===== config.mk =====
export PLATFORM = sky130hd
export DESIGN_NAME = voxel_pixel_sink
export DESIGN_NICKNAME = d
export VERILOG_FILES = /design/src/rtl/voxel_pixel_sink_pkg.sv /design/src/rtl/voxel_pixel_sink_pixel_fifo.sv /design/src/rtl/voxel_pixel_sink.sv
export SDC_FILE = /design/constraint.sdc
export NUM_CORES = 1
export LEC_CHECK = 0
export ABC_AREA = 1
export CAP_MARGIN = 25
export CELL_PAD_IN_SITES_DETAIL_PLACEMENT = 0
export CELL_PAD_IN_SITES_GLOBAL_PLACEMENT = 1
export CORE_UTILIZATION = 45
export DETAILED_ROUTE_END_ITERATION = 16
export PLACE_DENSITY_LB_ADDON = 0.05
export SLEW_MARGIN = 20
export SYNTH_ARGS = -nofsm -noshare
export SYNTH_HDL_FRONTEND = slang
export SYNTH_SLANG_ARGS = --single-unit

===== constraint.sdc =====
create_clock -name clock -period 5.3 [get_ports clock]
set_clock_uncertainty 0.2 [all_clocks]
set_input_delay 1.325 -clock clock [delete_from_list [all_inputs] [get_ports clock]]
set_output_delay 1.325 -clock clock [all_outputs]
set_load 0.01 [all_outputs]

===== src/rtl/voxel_pixel_sink_pkg.sv =====
// voxel_pixel_sink_pkg
// Shared types for the GPU pixel sink: default geometry, the pixel word,
// the queued pixel request record and the sink FSM state encoding.
// No ports (package).
package voxel_pixel_sink_pkg;

  localparam int DEFAULT_H_RESOLUTION = 320;
  localparam int DEFAULT_V_RESOLUTION = 240;
  localparam int DEFAULT_PIXEL_BITS   = 16;
  localparam int DEFAULT_COL_BITS     = $clog2(DEFAULT_H_RESOLUTION);
  localparam int DEFAULT_ROW_BITS     = $clog2(DEFAULT_V_RESOLUTION);

  // State codes kept as plain constants so older code comparing raw bits
  // still lines up with the enum below.
  localparam logic [1:0] ST_RUN   = 2'd0;
  localparam logic [1:0] ST_FLUSH = 2'd1;
  localparam logic [1:0] ST_SWAP  = 2'd2;

  typedef enum logic [1:0] {
    SINK_RUN   = ST_RUN,
    SINK_FLUSH = ST_FLUSH,
    SINK_SWAP  = ST_SWAP
  } sink_state_e;

  typedef logic [DEFAULT_PIXEL_BITS-1:0] pixel_t;

  typedef struct packed {
    logic [DEFAULT_ROW_BITS-1:0] row;
    logic [DEFAULT_COL_BITS-1:0] col;
    pixel_t                      data;
  } pixel_req_t;

endpackage


===== src/rtl/voxel_pixel_sink_pixel_fifo.sv =====
// pixel_fifo
// Synchronous FIFO with registered full/empty flags. Pushes while full and
// pops while empty are ignored. DEPTH must be a power of two so the pointers
// wrap naturally.
// Ports: clock, reset (async, active-high), push/push_data, pop/pop_data
// (show-ahead: pop_data is the head entry), full, empty.
module pixel_fifo #(
  parameter int WIDTH = 8,
  parameter int DEPTH = 8,
  localparam int AW = (DEPTH > 1) ? $clog2(DEPTH) : 1
) (
  input  logic             clock,
  input  logic             reset,
  input  logic             push,
  input  logic [WIDTH-1:0] push_data,
  input  logic             pop,
  output logic [WIDTH-1:0] pop_data,
  output logic             full,
  output logic             empty
);

  logic [WIDTH-1:0] mem [DEPTH];
  logic [AW-1:0]    wr_ptr, rd_ptr;
  logic [AW:0]      count, count_next;
  logic             do_push, do_pop;

  assign do_push  = push && !full;
  assign do_pop   = pop && !empty;
  assign pop_data = mem[rd_ptr];

  // Next occupancy, used to register the full/empty flags one edge early.
  always_comb begin
    count_next = count;
    case ({do_push, do_pop})
      2'b10:   count_next = count + 1'b1;
      2'b01:   count_next = count - 1'b1;
      default: count_next = count;
    endcase
  end

  always_ff @(posedge clock or posedge reset) begin
    if (reset) begin
      wr_ptr <= '0;
      rd_ptr <= '0;
      count  <= '0;
      full   <= 1'b0;
      empty  <= 1'b1;
    end else begin
      if (do_push) wr_ptr <= wr_ptr + 1'b1;
      if (do_pop)  rd_ptr <= rd_ptr + 1'b1;
      count <= count_next;
      full  <= (count_next == (AW+1)'(DEPTH));
      empty <= (count_next == '0);
    end
  end

  // Storage needs no reset; the flags guard every read.
  always_ff @(posedge clock) begin
    if (do_push) mem[wr_ptr] <= push_data;
  end

endmodule


===== src/rtl/voxel_pixel_sink.sv =====
// voxel_pixel_sink
// Avalon-MM write-only responder for the GPU pixel master. Each accepted
// halfword write is decoded into row/column, queued in pixel_fifo, and drained
// through a holding register into the back half of a double-buffered
// framebuffer. frame_done flushes the queue and swaps front/back buffers.
// Optional feature macro: VOXEL_PIXEL_SINK_BOUNDS_CHECK_EN (drop out-of-frame
// writes, count them, raise sticky error).
// Ports: clock, reset (async, active-high); s_address/s_writedata/s_write/
// s_waitrequest (Avalon slave); fb_wr_en/fb_wr_addr/fb_wr_data/fb_wr_ready
// (RAM write port); frame_done in, swap_done/front_buf out; idle, drop_count,
// error status.
module voxel_pixel_sink #(
  parameter int          H_RESOLUTION = 320,
  parameter int          V_RESOLUTION = 240,
  parameter int          PIXEL_BITS   = 16,
  parameter int          FIFO_DEPTH   = 8,
  parameter logic [31:0] BASE_ADDRESS = 32'h0800_0000,
  localparam int COL_BITS = $clog2(H_RESOLUTION),
  localparam int ROW_BITS = $clog2(V_RESOLUTION),
  localparam int IDX_BITS = $clog2(H_RESOLUTION * V_RESOLUTION)
) (
  input  logic                  clock,
  input  logic                  reset,
  input  logic [31:0]           s_address,
  input  logic [PIXEL_BITS-1:0] s_writedata,
  input  logic                  s_write,
  output logic                  s_waitrequest,
  output logic                  fb_wr_en,
  output logic [IDX_BITS:0]     fb_wr_addr,
  output logic [PIXEL_BITS-1:0] fb_wr_data,
  input  logic                  fb_wr_ready,
  input  logic                  frame_done,
  output logic                  swap_done,
  output logic                  front_buf,
  output logic                  idle,
  output logic [15:0]           drop_count,
  output logic                  error
);

  import voxel_pixel_sink_pkg::*;

  localparam int REQ_BITS = ROW_BITS + COL_BITS + PIXEL_BITS;
  localparam logic [IDX_BITS-1:0] H_RES_IDX = IDX_BITS'(H_RESOLUTION);

  sink_state_e         state, next_state;
  logic [31:0]         offset;
  logic [COL_BITS-1:0] in_col, q_col;
  logic [ROW_BITS-1:0] in_row, q_row;
  logic [PIXEL_BITS-1:0] q_data;
  logic [REQ_BITS-1:0] push_word, pop_word;
  logic [IDX_BITS-1:0] pixel_index;
  logic                accept, push, pop, fifo_full, fifo_empty, out_free;
  logic                unused_offset_bits;

  // Halfword addressing: bit 0 of the offset is a byte lane and is dropped.
  assign offset             = s_address - BASE_ADDRESS;
  assign in_col             = offset[1 +: COL_BITS];
  assign in_row             = offset[COL_BITS+1 +: ROW_BITS];
  assign unused_offset_bits = ^{offset[0], offset[31:COL_BITS+ROW_BITS+1]};

  // Stall depends only on state and the registered full flag, never on
  // s_write, so the master sees a stable waitrequest.
  assign s_waitrequest = (state != SINK_RUN) || fifo_full;
  assign accept        = s_write && !s_waitrequest;
  assign push_word     = {in_row, in_col, s_writedata};

`ifdef VOXEL_PIXEL_SINK_BOUNDS_CHECK_EN
  logic in_range;

  assign in_range = (s_address >= BASE_ADDRESS) &&
                    (32'(in_col) < 32'(H_RESOLUTION)) &&
                    (32'(in_row) < 32'(V_RESOLUTION));
  assign push     = accept && in_range;

  // Out-of-frame writes are acknowledged but discarded; count them.
  always_ff @(posedge clock or posedge reset) begin
    if (reset) begin
      drop_count <= '0;
      error      <= 1'b0;
    end else if (accept && !in_range) begin
      if (drop_count != 16'hFFFF) drop_count <= drop_count + 1'b1;
      error <= 1'b1;
    end
  end
`else
  assign push       = accept;
  assign drop_count = '0;
  assign error      = 1'b0;
`endif

  pixel_fifo #(
    .WIDTH(REQ_BITS),
    .DEPTH(FIFO_DEPTH)
  ) u_fifo (
    .clock     (clock),
    .reset     (reset),
    .push      (push),
    .push_data (push_word),
    .pop       (pop),
    .pop_data  (pop_word),
    .full      (fifo_full),
    .empty     (fifo_empty)
  );

  // The holding register may take a new pixel when it is empty or its
  // current pixel is being accepted by the RAM this cycle.
  assign out_free    = !fb_wr_en || fb_wr_ready;
  assign pop         = !fifo_empty && out_free;
  assign {q_row, q_col, q_data} = pop_word;
  assign pixel_index = IDX_BITS'(q_row) * H_RES_IDX + IDX_BITS'(q_col);

  // Pixels always go to the back buffer, the one not being scanned out.
  always_ff @(posedge clock or posedge reset) begin
    if (reset) begin
      fb_wr_en   <= 1'b0;
      fb_wr_addr <= '0;
      fb_wr_data <= '0;
    end else if (pop) begin
      fb_wr_en   <= 1'b1;
      fb_wr_addr <= {~front_buf, pixel_index};
      fb_wr_data <= q_data;
    end else if (fb_wr_ready) begin
      fb_wr_en   <= 1'b0;
    end
  end

  // FLUSH waits until both the queue and the holding register are empty
  // (or the last pixel is leaving this cycle) before swapping.
  always_comb begin
    next_state = state;
    case (state)
      SINK_RUN:   if (frame_done) next_state = SINK_FLUSH;
      SINK_FLUSH: if (fifo_empty && out_free) next_state = SINK_SWAP;
      SINK_SWAP:  next_state = SINK_RUN;
      default:    next_state = SINK_RUN;
    endcase
  end

  // front_buf flips on entry to SWAP so it already shows the new front
  // buffer while swap_done is high.
  always_ff @(posedge clock or posedge reset) begin
    if (reset) begin
      state     <= SINK_RUN;
      front_buf <= 1'b0;
    end else begin
      state <= next_state;
      if (state == SINK_FLUSH && next_state == SINK_SWAP) front_buf <= ~front_buf;
    end
  end

  assign swap_done = (state == SINK_SWAP);
  assign idle      = fifo_empty && !fb_wr_en && (state == SINK_RUN);

endmodule


==> run_results.csv <==
group,metric,value,unit
clocking,ctsResizeCount,0,
route,drc,0,
worst_setup_path,crit_path_max_fanout,82,
sta,timing.slew.headroom,0.426,
grt,grt_max_degree,83,
route,antenna_left,0,
layout,nets,1194,
worst_setup_path,critPathRequiredTime,5.48,ns
clocking,ctsLongestPathBuffers,3,
yosys,syn_inst,1040,
layout,drive_gt1_frac,0.0866,
yosys,synth.largest_area_cell,"edfxtp_1",
sta,worst_pin_slew,0.860,ns
layout,syn_to_final_growth,17.2,%
die,num_rows,61,
grt,grt_pass1_vias,7575,
grt,grt_overflow,0,
yosys,async_reset_ff_frac,0.159,
hold_path,hold_class,"reg -> reg",
grt,antenna_found_initial,0,
die,coreArea,28000,um^2
clocking,h-tree-depth,2,
sta,setup_tns,0,ns
route,drt_wl_total,28700,um
sta,fin_crit_sh,0.793,
sta,fmax,238,MHz
die,die_w,171,um
route,avgViaCountPerCell,5.25,
worst_setup_path,critPathCaptureType,"register",
yosys,syn_area,12900,um^2
place,portBuffers,76,
sta,post-route-min-period,4.20,ns
worst_setup_path,critPathLaunchType,"register",
die,initial_core_util,0.460,
power,power.density,625,nW/um^2
yosys,synth_top_area_frac,0.615,
route,drtIter0Drc,445,
clocking,clkLatencyLatePin,0.50,ns
layout,final_cell_area,15100,um^2
route,wl_per_cell,18.9,um
yosys,synth_enable_flop_cells,264,
clocking,path_clk_slew,0.06,ns
die,ios,109,
place,place_hpwl,15300,um
die,die_h,171,um
die,die-area,29300,um^2
yosys,synth.avg_cell_area,12.4,um^2
clocking,cts_sinks,314,
clocking,ctsHoldBuffers,0,
layout,antenna_cells,0,
yosys,ys_types,36,
route,firstDrtPassIters,5,
status,status,"finished, final reports clean",
grt,grt_usage,0.201,
run,drv_cap,0,
yosys,post-synth-top-count-cell,"edfxtp_1",
clocking,cts_tree,"yes",
yosys,synth_ff_type,"edfxtp_1",
yosys,yosysWarnings,0,
clocking,cts-root-buf,"clkbuf_16",
sta,rsz0062_at_grt,"false",
yosys,ys_top_cells_by_area,"edfxtp_1 61%, dfrtp_1 9.5%, nor2_1 5.0%, nand2_1 4.0%, o21ai_0 3.1%",
worst_setup_path,cp.arrival,4.39,ns
layout,final_core_util,0.540,
sta,final-setup-viol-count,0,
worst_setup_path,critPathKind,"reg -> reg",
yosys,synth_commonest_cells,"264 x edfxtp_1, 171 x nor2_1, 137 x nand2_1",
grt,grt_pass1_wl,43500,um
yosys,synth-seq-cells,314,
power,ir_drop,0.286,mV
place,placed_cell_area,14000,um^2
yosys,seq_area_frac_synth,0.712,
clocking,cts-buffers-inserted,34,
power,p_leak,5.46,nW
sta,hold_violations,0,
sta,slew_viol_final,0,
route,num_vias,7978,
clocking,cts_setup_buffers,0,
place,gp_congestion,0.740,
-- metrics by stage --
| step | cells | worst slack (ns) | hold slack, ns | total power, mW |
|---|---|---|---|---|
| 2_1_floorplan | 1056 | 0.584 | 0.264 | 6.03 |
| 3_3_place_gp | 1460 | 1.05 | 0.265 | 7.24 |
| 3_5_place_dp | 1460 | 1.08 | 0.265 | 7.24 |
| 4_1_cts | 1521 | 1.06 | 0.281 | 9.57 |
| 5_1_grt | 1521 | 0.688 | 0.290 | 10.1 |
| 6_report | 1521 | 1.10 | 0.274 | 9.44 |
-- cell families (layout without fill, tap and decap cells) --
| family | after synthesis | after routing | share of synthesized area |
|---|---|---|---|
| flops | 314 | 314 | 0.712 |
| other cells | 1 | 17 | 0.000291 |
| xor+xnor | 11 | 11 | 0.00747 |
| compound gates | 216 | 216 | 0.0993 |
| fa+ha+maj | 23 | 23 | 0.0241 |
| buf+inv | 115 | 202 | 0.0457 |
| simple gates | 360 | 360 | 0.111 |
-- where the power goes --
part / leakage (nW) / internal (mW) / switching, mW / total [mW]
Combinational: 1.93 / 1.44 / 2.48 / 3.92
Sequential: 2.98 / 3.03 / 0.194 / 3.22
Clock: 0.541 / 1.40 / 0.903 / 2.30
Total: 5.46 / 5.86 / 3.58 / 9.44
-- layer usage --
metal | up-vias | part of all wire | track usage
met2 | 161 | 0.49 | 0.349
met4 | 0 | 0.021 | 0.0543
met5 | - | 0 | 0
met1 | 3916 | 0.45 | 0.262
li1 | 3854 | - | -
met3 | 47 | 0.034 | 0.0292
-- registers in the layout, indices dropped and copies added, names as in the netlist --
name,count
u_fifo.mem,264
fb_wr_addr,18
fb_wr_data,16
u_fifo.count,4
u_fifo.rd_ptr,3
u_fifo.wr_ptr,3
state,2
fb_wr_en,1
front_buf,1
u_fifo.empty,1
u_fifo.full,1
-- area by class of cell --
type	instances	area, um^2
Multi-Input combinational cell	627	3250
Clock inverter	11	109
Timing Repair Buffer	99	946
Tap cell	378	473
Clock buffer	50	992
Sequential cell	314	9190
Inverter	42	160
Fill cell	2463	12900
-- critical path, stage by stage (launching register included) --
cell	delay, ns
dfrtp_4	0.80
buf_4	0.78
o21ai_0	0.21
o22ai_1	0.19
nor2_1	0.06
a31oi_1	0.26
ha_1	0.21
ha_1	0.21
fa_1	0.48
nand2_1	0.11
inv_1	0.04
nand2_1	0.09
a21oi_2	0.08
nand3_1	0.14
o21ai_0	0.10
nand3_1	0.07
nand2_1	0.06
-- cells in the final DEF, fill, tap and decap left out, drive strengths merged, types with 7 or more instances in the layout --
master,n
dfrtp,49
nand3,41
edfxtp,264
nand2,139
ha,20
o21ai,141
clkinv,8
o221ai,41
clkbuf,50
conb,17
a31oi,8
xnor2,7
clkdlybuf4s50,76
buf,23
nor2,172
o22ai,15
inv,42
-- worst paths after layout --
path	start	end	slack, ns	cells after the start
max	u_fifo.rd_ptr[0]	fb_wr_addr[15]	1.10	16
min	fb_wr_data[13]	fb_wr_data[13]	0.27	2
max reg2reg	u_fifo.rd_ptr[0]	fb_wr_addr[15]	1.10	16
min reg2reg	fb_wr_data[13]	fb_wr_data[13]	0.27	2
max in group asynchronous	reset	u_fifo.empty	2.93	3
min in group asynchronous	reset	fb_wr_data[3]	1.12	2
No activity file was read; power rests on OpenSTA's default activity.
